--- src/rtl/cla_sum_accumulator.sv ---
// Sums a programmed number of CLA32 results over valid/ready and holds the total until it is taken.
// The overflow flag is sticky for the run and records any carry out of the accumulator.
module cla_sum_accumulator #(
  parameter int IN_W  = 33,
  parameter int ACC_W = 40,
  parameter int CNT_W = 8
) (
  input  logic             clk,
  input  logic             rst_n,
  input  logic             start,
  input  logic [CNT_W-1:0] len,
  input  logic [IN_W-1:0]  in_data,
  input  logic             in_valid,
  output logic             in_ready,
  output logic [ACC_W-1:0] out_data,
  output logic             out_ovf,
  output logic             out_valid,
  input  logic             out_ready,
  output logic             busy
);

  typedef enum logic [1:0] {
    S_IDLE = 2'd0,
    S_ACC  = 2'd1,
    S_DONE = 2'd2
  } state_t;

  localparam logic [CNT_W-1:0] CNT_ONE = CNT_W'(1);

  state_t           state_q, state_d;
  logic [ACC_W-1:0] acc_q, acc_d;
  logic             ovf_q, ovf_d;
  logic [CNT_W-1:0] cnt_q, cnt_d;
  logic [CNT_W-1:0] len_q, len_d;
  logic [ACC_W:0]   sum_w;
  logic             xfer_w;

  // The extra top bit of the result is the carry out of the accumulator width.
  function automatic logic [ACC_W:0] add_zext(input logic [ACC_W-1:0] acc,
                                              input logic [IN_W-1:0]  din);
    logic [ACC_W:0] a_ext;
    logic [ACC_W:0] d_ext;
    a_ext = {1'b0, acc};
    d_ext = {{(ACC_W + 1 - IN_W){1'b0}}, din};
    return a_ext + d_ext;
  endfunction

  // Handshake outputs decode registered state only.
  assign in_ready  = (state_q == S_ACC);
  assign out_valid = (state_q == S_DONE);
  assign busy      = (state_q != S_IDLE);
  assign out_data  = acc_q;
  assign out_ovf   = ovf_q;

  assign xfer_w = in_valid & in_ready;
  assign sum_w  = add_zext(acc_q, in_data);

  always_comb begin
    state_d = state_q;
    acc_d   = acc_q;
    ovf_d   = ovf_q;
    cnt_d   = cnt_q;
    len_d   = len_q;
    case (state_q)
      S_IDLE: begin
        if (start) begin
          acc_d   = '0;
          ovf_d   = 1'b0;
          cnt_d   = '0;
          len_d   = len;
          state_d = (len != '0) ? S_ACC : S_DONE;
        end
      end
      S_ACC: begin
        if (xfer_w) begin
          acc_d = sum_w[ACC_W-1:0];
          ovf_d = ovf_q | sum_w[ACC_W];
          cnt_d = cnt_q + CNT_ONE;
          if (cnt_q == len_q - CNT_ONE) begin
            state_d = S_DONE;
          end
        end
      end
      S_DONE: begin
        // A start arriving together with out_ready is dropped: only IDLE samples start.
        if (out_ready) begin
          state_d = S_IDLE;
        end
      end
      default: begin
        state_d = S_IDLE;
      end
    endcase
  end

  always_ff @(posedge clk or negedge rst_n) begin
    if (!rst_n) begin
      state_q <= S_IDLE;
      acc_q   <= '0;
      ovf_q   <= 1'b0;
      cnt_q   <= '0;
      len_q   <= '0;
    end else begin
      state_q <= state_d;
      acc_q   <= acc_d;
      ovf_q   <= ovf_d;
      cnt_q   <= cnt_d;
      len_q   <= len_d;
    end
  end

endmodule

--- config.mk ---
export PLATFORM = sky130hd
export DESIGN_NAME = cla_sum_accumulator
export DESIGN_NICKNAME = d
export VERILOG_FILES = /design/src/rtl/cla_sum_accumulator.sv
export SDC_FILE = /design/constraint.sdc
export NUM_CORES = 1
export LEC_CHECK = 0
export CORE_MARGIN = 4
export CORE_UTILIZATION = 53
export CTS_CLUSTER_DIAMETER = 80
export DETAILED_ROUTE_END_ITERATION = 12
export MAX_ROUTING_LAYER = met4
export PLACE_DENSITY = 0.82
export SYNTH_ARGS = -nofsm -noshare
export SYNTH_HDL_FRONTEND = slang
export SYNTH_SLANG_ARGS = --single-unit
--- constraint.sdc ---
create_clock -name clk -period 3.1 [get_ports clk]
set_input_delay 0.31 -clock clk [delete_from_list [all_inputs] [get_ports clk]]
set_output_delay 0.31 -clock clk [all_outputs]
set_load 0.02 [all_outputs]
==> impl_results.md, run 1 <==
* CP Buf/Inv Count at 0
* Post-CTS Resized at 0
* Leak at around 2.6 nW
* Tot Pwr at 6.03 mW
* Post-DP Area at approximately 0.0056 mm^2
* 1st-iter DRT viols at approximately 220
* Clk_skew at 0.00795 ns
* Total gr overflow at 0
* Cts hold-fix bufs at 0
* Final std cell area, no fill at about 0.0058 mm^2
* Vias at between 4,000 and 5,000
* Hold crit path type: input port to async pin
* DR vias/cell at approximately 6.0
* First-pass DRT Iterations at 5
* Worst Path Required at 3.33 ns
* Pin count of the biggest net entering global routing at 37
* Die width at slightly above 100 um
* Clock latency on the worst-skew pair at approximately 0.34 ns
* Gr usage total at 0.259
* Library cells used by synthesis at 59
* Synth Warn # at 0
* Die Height at 101 um
* Placed cells at between 700 and 800
* Setup crit end kind: flip-flop
* CP top delay family: compound AO/OA/AOI/OAI gates
* Layout cell share with drive strength beyond 1 at 0.0750
* Clock Tree Buf Depth at 2
* I/O Buffers at around 90
* Post-synth net total at around 630
* Commonest non-fill, non-tap cells in the layout: 88 x clkdlybuf4s50_1, 86 x nand2_1, 59 x dfrtp_1
* Seq cells post-synth at about 60
* Outcome: completed
* Type of origin of the critical path: flip-flop
* Setup violators final at 0
* Core footprint at about 0.0083 mm^2
* TritonCTS buffer count at 9
* Antenna Cells at 0
* Clock tree sinks at 59
* Non-filler cells in the finished layout at about 750
* Critical Path Fanout Max at 6
* Row count at 33
* Remaining antenna violation count after routing at 0
* Routed len/inst at ~17 um
* CTS Root Cell: clkbuf_8
* CP arrival at 3.09 ns
* # IOs at 90
* Top_reg_cell synth: dfrtp_1
* Commonest non-fill, non-tap cell in the layout: clkdlybuf4s50_1
* First-pass GRT wire length at just over 20,000 um
* Ys async rst share at 1.00
* Worst-Margin Slew at 0.746 ns
* Syn avg cell area at 8.37 um^2
* Final Slew Violations at 0
* Tmin final at 2.86 ns
* Slew headroom at 0.502
* Setup CP Type: flip-flop to flip-flop
* Gpl congestion at around 0.87
* Vias in the first global route at approximately 4,400
* Crit-path cells: ha_1 > fa_1 > a211oi_1 > o21ai_0 > a31o_2 > o211a_1 > a21oi_1 > nor3_1 > o21a_1
* Postcts setup bufs at 0
* Max Clk Rate at ~350 MHz
* Slowest cell on the critical path: fa_1
* Initial Utilization at 0.550
* Die Footprint at a little over 0.01 mm^2
* Synthesized area at 0.00454 mm^2
* Pwr/cell area at between 1000 and 1500 mW/mm^2
* Final period utilization at 0.922
* Max Cap Viol at 0
* DRC viols at 0
* HPWL after DPL at between 9000 and 10,000 um
* Initial antenna violation count at 0
* EDFF count, synth at 0
* CTS tree: built
* Seq/Total Area, Yosys at 0.325
* RSZ-0062 raised after global routing: false
* Hold Fails Final Rpt at 0
* Htree depth at 3
* Final WL at approximately 12,000 um
* Clk pin slew, worst setup/hold paths at about 0.07 ns
* Synth Instances at approximately 540
* Peak supply drop at slightly above 0.6 mV
* Final nets at around 700
* Area Growth Syn to Fin at 28.0%
* CP peak stage delay at around 0.4 ns
==> metrics by stage <==
| step | setup TNS, ns | hold WS, ns | setup WS [ns] | utilization |
|---|---|---|---|---|
| after global routing | 0 | 0.0651 | 0.0411 | 0.704 |
| after global placement | 0 | 0.393 | 0.0652 | 0.675 |
| after CTS | 0 | 0.0527 | 0.264 | 0.704 |
| after detailed placement | -0.0773 | 0.418 | -0.0447 | 0.675 |
| after floorplan | 0 | 0.0144 | 0.463 | - |
| final | 0 | 0.0293 | 0.241 | 0.704 |
==> power breakdown <==
| part | internal [mW] | switching (mW) | total (mW) |
|---|---|---|---|
| clock network | 0.521 | 0.318 | 0.839 |
| registers | 1.07 | 0.309 | 1.38 |
| logic | 1.68 | 2.13 | 3.81 |
==> Yosys cell counts, types with 3 or more instances <==
cell type  instances  area share
o211a_1            3      0.0066
and2_1             6      0.0083
dfrtp_1           59        0.32
o211ai_1           7       0.012
clkbuf_1          22       0.018
inv_1             14       0.012
mux2i_1            4      0.0088
nor4_1             5      0.0069
nand2b_1           5      0.0069
o21bai_1           8       0.013
a211oi_1           5      0.0083
or4_1              3      0.0050
xnor2_1           18       0.035
nand4_1           13       0.018
ha_1              35       0.096
nor3_1             6      0.0066
a22o_1             5      0.0096
nand3_1           12       0.013
o31ai_1            4      0.0066
a211o_1            4      0.0077
or3_1              3      0.0041
a32o_1             5       0.011
a21o_2             5      0.0096
nor2b_1            3      0.0041
o21ai_0           52       0.057
and3_1             5      0.0069
o2111ai_1          4      0.0077
o21a_1             4      0.0066
a21o_1            13       0.021
nand3b_1           3      0.0050
a21oi_1           42       0.046
nor2_1            26       0.021
xor2_1            20       0.039
nand2_1           86       0.071
a21boi_0           4      0.0066
==> metal layers <==
layer / vias up / wire length (um) / track usage / share of wire
met3: 26 / 771 / 0.0471 / 0.062
li1: 2164 / - / - / -
met1: 2121 / 5550 / 0.332 / 0.45
met5: - / 0 / - / 0
met2: 158 / 5790 / 0.416 / 0.47
met4: 0 / 295 / 0.0850 / 0.024
==> state kept, by name, indices dropped and copies added (netlist names) <==
| name | count |
|---|---|
| out_data | 40 |
| cnt_q | 8 |
| len_q | 8 |
| state_q | 2 |
| out_ovf | 1 |
==> worst paths after layout <==
check                                                 to  cells after the start  slack [ns]                    start
worst max-delay path                 out_ovf$_DFFE_PN0P_                      9        0.24  out_data[0]$_DFFE_PN0P_
worst min register to register      len_q[7]$_DFFE_PN0P_                      2        0.51     len_q[7]$_DFFE_PN0P_
worst min-delay path             out_data[9]$_DFFE_PN0P_                      1        0.03                    rst_n
worst max register to register       out_ovf$_DFFE_PN0P_                      9        0.24  out_data[0]$_DFFE_PN0P_
max in group asynchronous       out_data[36]$_DFFE_PN0P_                      2        2.37                    rst_n
min in group clk                    len_q[7]$_DFFE_PN0P_                      2        0.51     len_q[7]$_DFFE_PN0P_
==> cell type report <==
| class | count | area [um^2] |
|---|---|---|
| inverters | 14 | 52.6 |
| clock inverters | 3 | 68.8 |
| repair buffers | 108 | 1030 |
| multi-input cells | 443 | 2890 |
| clock buffers | 13 | 169 |
| fillers | 635 | 2440 |
| flip-flops and latches | 59 | 1480 |
| well taps | 105 | 131 |
==> kinds of logic after synthesis <==
| group | Yosys count | share of synthesized area |
|---|---|---|
| flops | 59 | 0.325 |
| mux | 4 | 0.00881 |
| buf+inv | 41 | 0.0397 |
| xor+xnor | 38 | 0.0733 |
| simple gates | 183 | 0.190 |
| compound gates | 182 | 0.262 |
| fa+ha+maj | 36 | 0.101 |
Power figures use the tool's default switching activity.
==> inputs of run 2 (changes only) <==
--- a/config.mk
+++ b/config.mk
@@ -11,6 +11,7 @@
 export DETAILED_ROUTE_END_ITERATION = 12
 export MAX_ROUTING_LAYER = met4
 export PLACE_DENSITY = 0.82
+export SLEW_MARGIN = 10
 export SYNTH_ARGS = -nofsm -noshare
 export SYNTH_HDL_FRONTEND = slang
 export SYNTH_SLANG_ARGS = --single-unit
==> results of run 2 <==
The final DEF is identical to that of run 1; final timing and power are the same.
==> inputs of run 3 (changes only) <==
--- a/config.mk
+++ b/config.mk
@@ -11,6 +11,7 @@
 export DETAILED_ROUTE_END_ITERATION = 12
 export MAX_ROUTING_LAYER = met4
 export PLACE_DENSITY = 0.82
+export SKIP_CTS_REPAIR_TIMING = 1
 export SLEW_MARGIN = 10
 export SYNTH_ARGS = -nofsm -noshare
 export SYNTH_HDL_FRONTEND = slang
==> results of run 3 <==
The final DEF is identical to that of run 1; final timing and power are the same.
